$ cat src/rtl/gray_counter.sv
// Up/down binary counter with registered Gray output and valid/ready handshake.
// Optional Gray-adjacency error monitor: define GRAY_ADJ_CHECK_EN.
module gray_counter #(
    parameter int WIDTH = 4
) (
    input  logic             clk,
    input  logic             rst_n,
    input  logic             en,
    input  logic             up_dn,
    input  logic             load,
    input  logic [WIDTH-1:0] load_val,
    output logic [WIDTH-1:0] bin_out,
    output logic [WIDTH-1:0] gray_out,
    output logic             out_valid,
    input  logic             out_ready,
    output logic             wrap,
    output logic             err
);

    localparam logic [WIDTH-1:0] ONE  = {{(WIDTH-1){1'b0}}, 1'b1};
    localparam logic [WIDTH-1:0] ZERO = '0;
    localparam logic [WIDTH-1:0] MAX  = '1;

    function automatic logic [WIDTH-1:0] to_gray(input logic [WIDTH-1:0] b);
        return b ^ (b >> 1);
    endfunction

    logic             adv;
    logic [WIDTH-1:0] bin_next;
    logic [WIDTH-1:0] gray_next;
    logic             wrap_next;

    // A presented value must be consumed before the count may move on.
    assign adv = en && (!out_valid || out_ready);

    always_comb begin
        bin_next  = bin_out;
        wrap_next = 1'b0;
        if (up_dn) begin
            bin_next  = bin_out + ONE;
            wrap_next = (bin_out == MAX);
        end else begin
            bin_next  = bin_out - ONE;
            wrap_next = (bin_out == ZERO);
        end
    end

    assign gray_next = to_gray(bin_next);

    always_ff @(posedge clk or negedge rst_n) begin
        if (!rst_n) begin
            bin_out   <= '0;
            gray_out  <= '0;
            out_valid <= 1'b0;
            wrap      <= 1'b0;
        end else if (load) begin
            bin_out   <= load_val;
            gray_out  <= to_gray(load_val);
            out_valid <= 1'b1;
            wrap      <= 1'b0;
        end else if (adv) begin
            bin_out   <= bin_next;
            gray_out  <= gray_next;
            out_valid <= 1'b1;
            wrap      <= wrap_next;
        end else if (out_ready) begin
            out_valid <= 1'b0;
        end
    end

`ifdef GRAY_ADJ_CHECK_EN
    logic [WIDTH-1:0] gray_diff;
    logic             one_hot;

    // Exactly one bit may change between consecutive counted Gray values.
    assign gray_diff = gray_next ^ gray_out;
    assign one_hot   = (gray_diff != ZERO) && ((gray_diff & (gray_diff - ONE)) == ZERO);

    always_ff @(posedge clk or negedge rst_n) begin
        if (!rst_n) begin
            err <= 1'b0;
        end else if (!load && adv && !one_hot) begin
            err <= 1'b1;
        end
    end
`else
    assign err = 1'b0;
`endif

endmodule

$ cat config.mk
export PLATFORM = sky130hd
export DESIGN_NAME = gray_counter
export DESIGN_NICKNAME = d
export VERILOG_FILES = /design/src/rtl/gray_counter.sv
export SDC_FILE = /design/constraint.sdc
export NUM_CORES = 1
export LEC_CHECK = 0
export ABC_AREA = 1
export ABC_CLOCK_PERIOD_IN_PS = 1600
export BUFFER_PORTS_ARGS = -buffer_cell sky130_fd_sc_hd__buf_2
export CAP_MARGIN = 10
export CELL_PAD_IN_SITES_DETAIL_PLACEMENT = 1
export CELL_PAD_IN_SITES_GLOBAL_PLACEMENT = 1
export CORE_MARGIN = 1
export CORE_UTILIZATION = 34
export CTS_CLUSTER_SIZE = 10
export DETAILED_ROUTE_END_ITERATION = 8
export GPL_TIMING_DRIVEN = 0
export MAX_ROUTING_LAYER = met4
export PLACE_DENSITY = 0.81
export SYNTH_ARGS = -nofsm -noshare
export SYNTH_HDL_FRONTEND = slang
export SYNTH_SLANG_ARGS = --single-unit
$ cat constraint.sdc
create_clock -name clk -period 1.6 [get_ports clk]
set_input_delay 0.32 -clock clk [delete_from_list [all_inputs] [get_ports clk]]
set_output_delay 0.32 -clock clk [all_outputs]
set_load 0.005 [all_outputs]
## Word-level counts from Yosys, hierarchy flattened

Index checks and enable logic that the tools add are counted.

| word-level totals | value |
|---|---|
| input bits | 10 |
| bits in registers | 10 |
| logic and storage cells | 26 |
| output and inout bits | 11 |

| operators by class | value |
|---|---|
| bitwise operators | 2 |
| eq/ne operators | 1 |
| add/sub/neg operators | 2 |
| muxes and demuxes | 11 |
| reductions and logical operators | 6 |

Operators with widths:

| operator | count |
|---|---|
| two-way mux 4 bit | 5 |
| bitwise XOR 4 x 3 -> 4 bit | 2 |
| two-way mux 1 bit | 6 |
| adder 4 x 1 -> 4 bit, second input constant | 1 |
| == test 4 bit, second input constant | 1 |
| zero test 4 bit | 1 |
| subtractor 4 x 1 -> 4 bit, second input constant | 1 |
| nonzero test 3 bit | 1 |
| nonzero test 2 bit | 1 |
| logical AND 1 bit | 1 |
| zero test 1 bit | 1 |
| logical OR 1 bit | 1 |

## Longest topological paths before layout

| depth | value |
|---|---|
| depth in word-level cells | 5 |
| mapped depth | 10 |
| depth with buffers taken out | 10 |

## Least setup slack after synthesis

Ideal clock, no wire load.

| timing | value |
|---|---|
| path kind | register -> register |
| start point | register bin_out[0] |
| end point | register gray_out[2] |
| period minus slack after synthesis | 1.490 ns |
| stages on the path, launching flop included | 8 |
| library setup time | 0.117 ns |
| setup slack | 0.110 ns |
| arrival | 1.373 ns |
| path through | dfrtp_1 fa_1 xor2_1 nand2_1 o21ai_1 nand2_1 nand3_1 nand2_1 |

| between the ends | value |
|---|---|
| cells in the longest elaborated chain, start to end | 5 |
| elaborated cells between the ends (all ways) | 6 |

Ends and longest elaborated chain:

| element | line | source |
|---|---|---|
| start, declared | 12 | `output logic [WIDTH-1:0] bin_out,` |
| start signal, assigned | 57 | `bin_out <= load_val;` |
| start signal, assigned | 62 | `bin_out <= bin_next;` |
| subtractor 4 x 1 -> 4 bit / adder 4 x 1 -> 4 bit (equally long branches) | 43, 40 |  |
| two-way mux 4 bit * | 39 | `if (up_dn) begin` |
| bitwise XOR 4 x 3 -> 4 bit * | 25 | `return b ^ (b >> 1);` |
| two-way mux 4 bit * | 61 | `end else if (adv) begin` |
| two-way mux 4 bit * | 56 | `end else if (load) begin` |
| end signal, assigned | 58 | `gray_out <= to_gray(load_val);` |
| end signal, assigned | 63 | `gray_out <= gray_next;` |
| end, declared | 13 | `output logic [WIDTH-1:0] gray_out,` |

Mark *: on every way between the ends. The rest lies on a longest branch, timed or not. The select of a mux whose other input is x is not followed.
A chain may end at the register's enable or synchronous reset.

## Worst setup path in the final report

| timing | value |
|---|---|
| start point | register bin_out[1] |
| end point | register gray_out[1] |

Same word-level chain as after synthesis.

==> results by group <==
Worst setup path
  • Worst r2r src: bin_out[1]
  • Reg2Reg Capture Point: gray_out[1]
  • WP buf/inv: 0
  • CP delay by family, top: adder cells
  • CP most frequent cell: nand2_1
  • CP Data Required Time: 1.80 ns
  • Slowest stage cell, crit path: fa_2
  • Reg2reg path depth: 5
  • Setup CP Type: reg2reg
  • CP Launch Type: register
  • CP Data Arrival Time: 1.74 ns
  • Reg-to-reg slack, setup: 0.06 ns
  • Peak per-stage delay on the critical path: 0.59 ns
  • Crit path max fanout: 6
  • Cells along the critical path: fa_2 -> nand2_1 -> o22ai_1 -> nand2_1 -> nand3_1
  • CP Capture Type: register

Drt
  • Detailed Route WL: 1820 um
  • DRC viols: 0
  • Pre-antenna DRT Iters: 4
  • Post-DR vias/cell: 4.93
  • Vias: 680
  • Drt wl/cell: 13.2 um
  • Initial DRC Count: 4
  • Final ANT Viol Nets: 0

Global route
  • Initial antenna violation count: 0
  • First-pass GRT wire length: 2950 um
  • Largest net degree at the start of global routing: 11
  • GR Util met3: 3.97%
  • Met2 GRT Util: 33.0%
  • GRT Total Usage: 20.7%
  • Grt met1 use: 24.6%
  • Remaining global-route overflow: 0
  • Busiest grt layer: met2
  • Vias in the first global route: 695

STA
  • Fmax: 649 MHz
  • Setup-failing EPs final: 0
  • Final Max Slew Viols: 0
  • Skew final: 0.00142 ns
  • Final period utilization: 96.3%
  • Final setup TNS: 0 ns
  • Worst setup margin: 0.0586 ns
  • Hold Fails Final Rpt: 0
  • Final min period: 1.54 ns

Pwr
  • Flop pwr share: 35.1%
  • Cell leakage power: 0.446 nW
  • Worst vdd ir: 526 uV
  • Power Internal: 0.551 mW
  • Sw Pwr: 0.334 mW
  • Clock Power Share: 20.5%
  • Final Power: 0.885 mW
  • Switching part of the total: 37.7%
  • Cell area power density: 1020 nW/um^2
  • Combinational share of power: 44.3%

Floorplanning
  • Num rows: 15
  • I/O pins: 21
  • Die area: 2120 sq um
  • Height of the die: 46.0 um
  • Initial core utilization: 37.4%
  • Core Footprint: 1760 sq um
  • Die W: 46.0 um

Synthesis
  • Ranking of synthesized cells by area: dfrtp_1 (34%), nand2_1 (14%), nand3_1 (5.3%)
  • Avg Cell Area, Syn: 7.67 sq um
  • Synth Net Count: 99
  • Dominant cell type by area after synthesis: dfrtp_1
  • Synthesis-stage register bit count: 9
  • Cell variety after synth: 29
  • Gate Count Post-Synth: 86
  • Syn. warnings: 0
  • Synthesized cell area: 659 sq um
  • Top cell type's share of synthesized area: 34.2%
  • Sequential fraction of the synthesis area: 34.2%

Min path
  • Worst hold endpoint: out_valid
  • Hold Path Depth: 2
  • Worst hold-check path type: in2reg
  • Hold Crit Start: out_ready

Cells and area
  • ANT cells: 0
  • Post-Layout Cell Count: 138
  • Commonest non-fill, non-tap cell in the layout: nand2_1
  • Commonest cells after routing, fill and taps aside: nand2_1 (24), buf_2 (19), inv_1 (8)
  • Util after Layout: 49.4%
  • Layout cells sized above 1: 38.9%
  • Final net count: 127
  • Area growth, synth to finish: 32.1%

Clocking
  • Clock Latency Late Sink: 0.26 ns
  • CTS Root Cell: clkbuf_4
  • Clock sinks: 9
  • Clock-pin transition on the worst setup and hold timing paths: 0.06 ns
  • CTS H-tree lvls: 1
  • TritonCTS clock tree: built
  • CTS buffer count: 3
  • Clock buffer depth: 2

Status
  • Status: complete, no violations

Placed design
  • Dpl cells: 130
  • Placement Setup Slack: -0.178 ns
  • I/O Buffers: 19
  • Dpl hpwl: 1350 um
  • Placer Congestion: 0.800

Run
  • Max Cap Violations: 0
==> logic make-up (layout without fill, tap and decap cells) <==
family / Yosys count / count (layout) / share of synthesized area, %
simple gates: 43 / 43 / 29.8
compound gates: 16 / 16 / 17.1
buf+inv: 13 / 40 / 10.2
flops: 9 / 9 / 34.2
fa+ha+maj: 3 / 3 / 6.83
other cells: 1 / 1 / 0.569
xor+xnor: 1 / 1 / 1.33
==> routing by layer <==
metal  wire, um  vias to the layer above
met5          0                        -
met4         33                        0
met3         58                        6
met2        960                       15
met1        763                      321
li1           -                      338
==> Yosys cell counts <==
master    number
nand2_1       24
dfrtp_1        9
inv_1          8
nand3_1        7
nor2_1         4
o21ai_1        3
a21oi_1        2
a31oi_2        2
buf_4          2
ha_1           2
inv_2          2
nor2_2         2
o21ai_0        2
o22ai_1        2
a21boi_1       1
a31oi_1        1
buf_8          1
conb_1         1
fa_1           1
nand2_2        1
nand2_4        1
nand4_1        1
nor3_1         1
o21ai_2        1
o221ai_1       1
o22a_1         1
or2_1          1
or2_4          1
xor2_1         1
==> metrics by stage <==
stage / hold WS [ns] / cell area [sq um]
finish: 0.257 / 871
global route: 0.267 / 871
CTS: 0.250 / 842
detailed placement: 0.191 / 786
global placement: 0.185 / 786
floorplan: 0.0244 / 659
==> what timing repair did <==
item,4_1_cts,5_1_grt
resized for setup,4,2
endpoints found under the hold margin,9,0
hold buffers,1,0
buffers inserted,1,2
setup endpoints to repair,3,3
pin swaps,1,1
==> final cells by class <==
cell class              count  area (sq um)
multi-input cells          64           389
inverters                  10          37.5
well taps                  25          31.3
clock buffers               4          26.3
plain buffers               3          30.0
flip-flops and latches      9           229
repair buffers             23           128
fillers                   257           893
==> state kept, by name (all words and copies together), names as in the netlist <==
signal     cells
out_valid      1
bin_out        4
gray_out       3
wrap           1
==> power groups by stage <==
stage / logic [mW] / clock network, mW / registers [mW]
3_3_place_gp: 0.322 / 0 / 0.314
4_1_cts: 0.365 / 0.188 / 0.310
2_1_floorplan: 0.218 / 0 / 0.314
5_1_grt: 0.439 / 0.197 / 0.317
3_5_place_dp: 0.340 / 0 / 0.317
6_report: 0.392 / 0.182 / 0.311
==> how the worst max path moves through the flow <==
stage / endpoint / slack [ns] / from / cells after the start
finish: gray_out[1] / 0.06 / bin_out[1] / 5
global route: gray_out[2] / -0.007 / bin_out[1] / 7
CTS: gray_out[2] / 0.03 / bin_out[2] / 8
detailed placement: gray_out[2] / -0.18 / up_dn / 9
global placement: gray_out[2] / -0.13 / up_dn / 9
floorplan: gray_out[2] / 0.11 / bin_out[0] / 7
(Power assumes the default switching activity.)
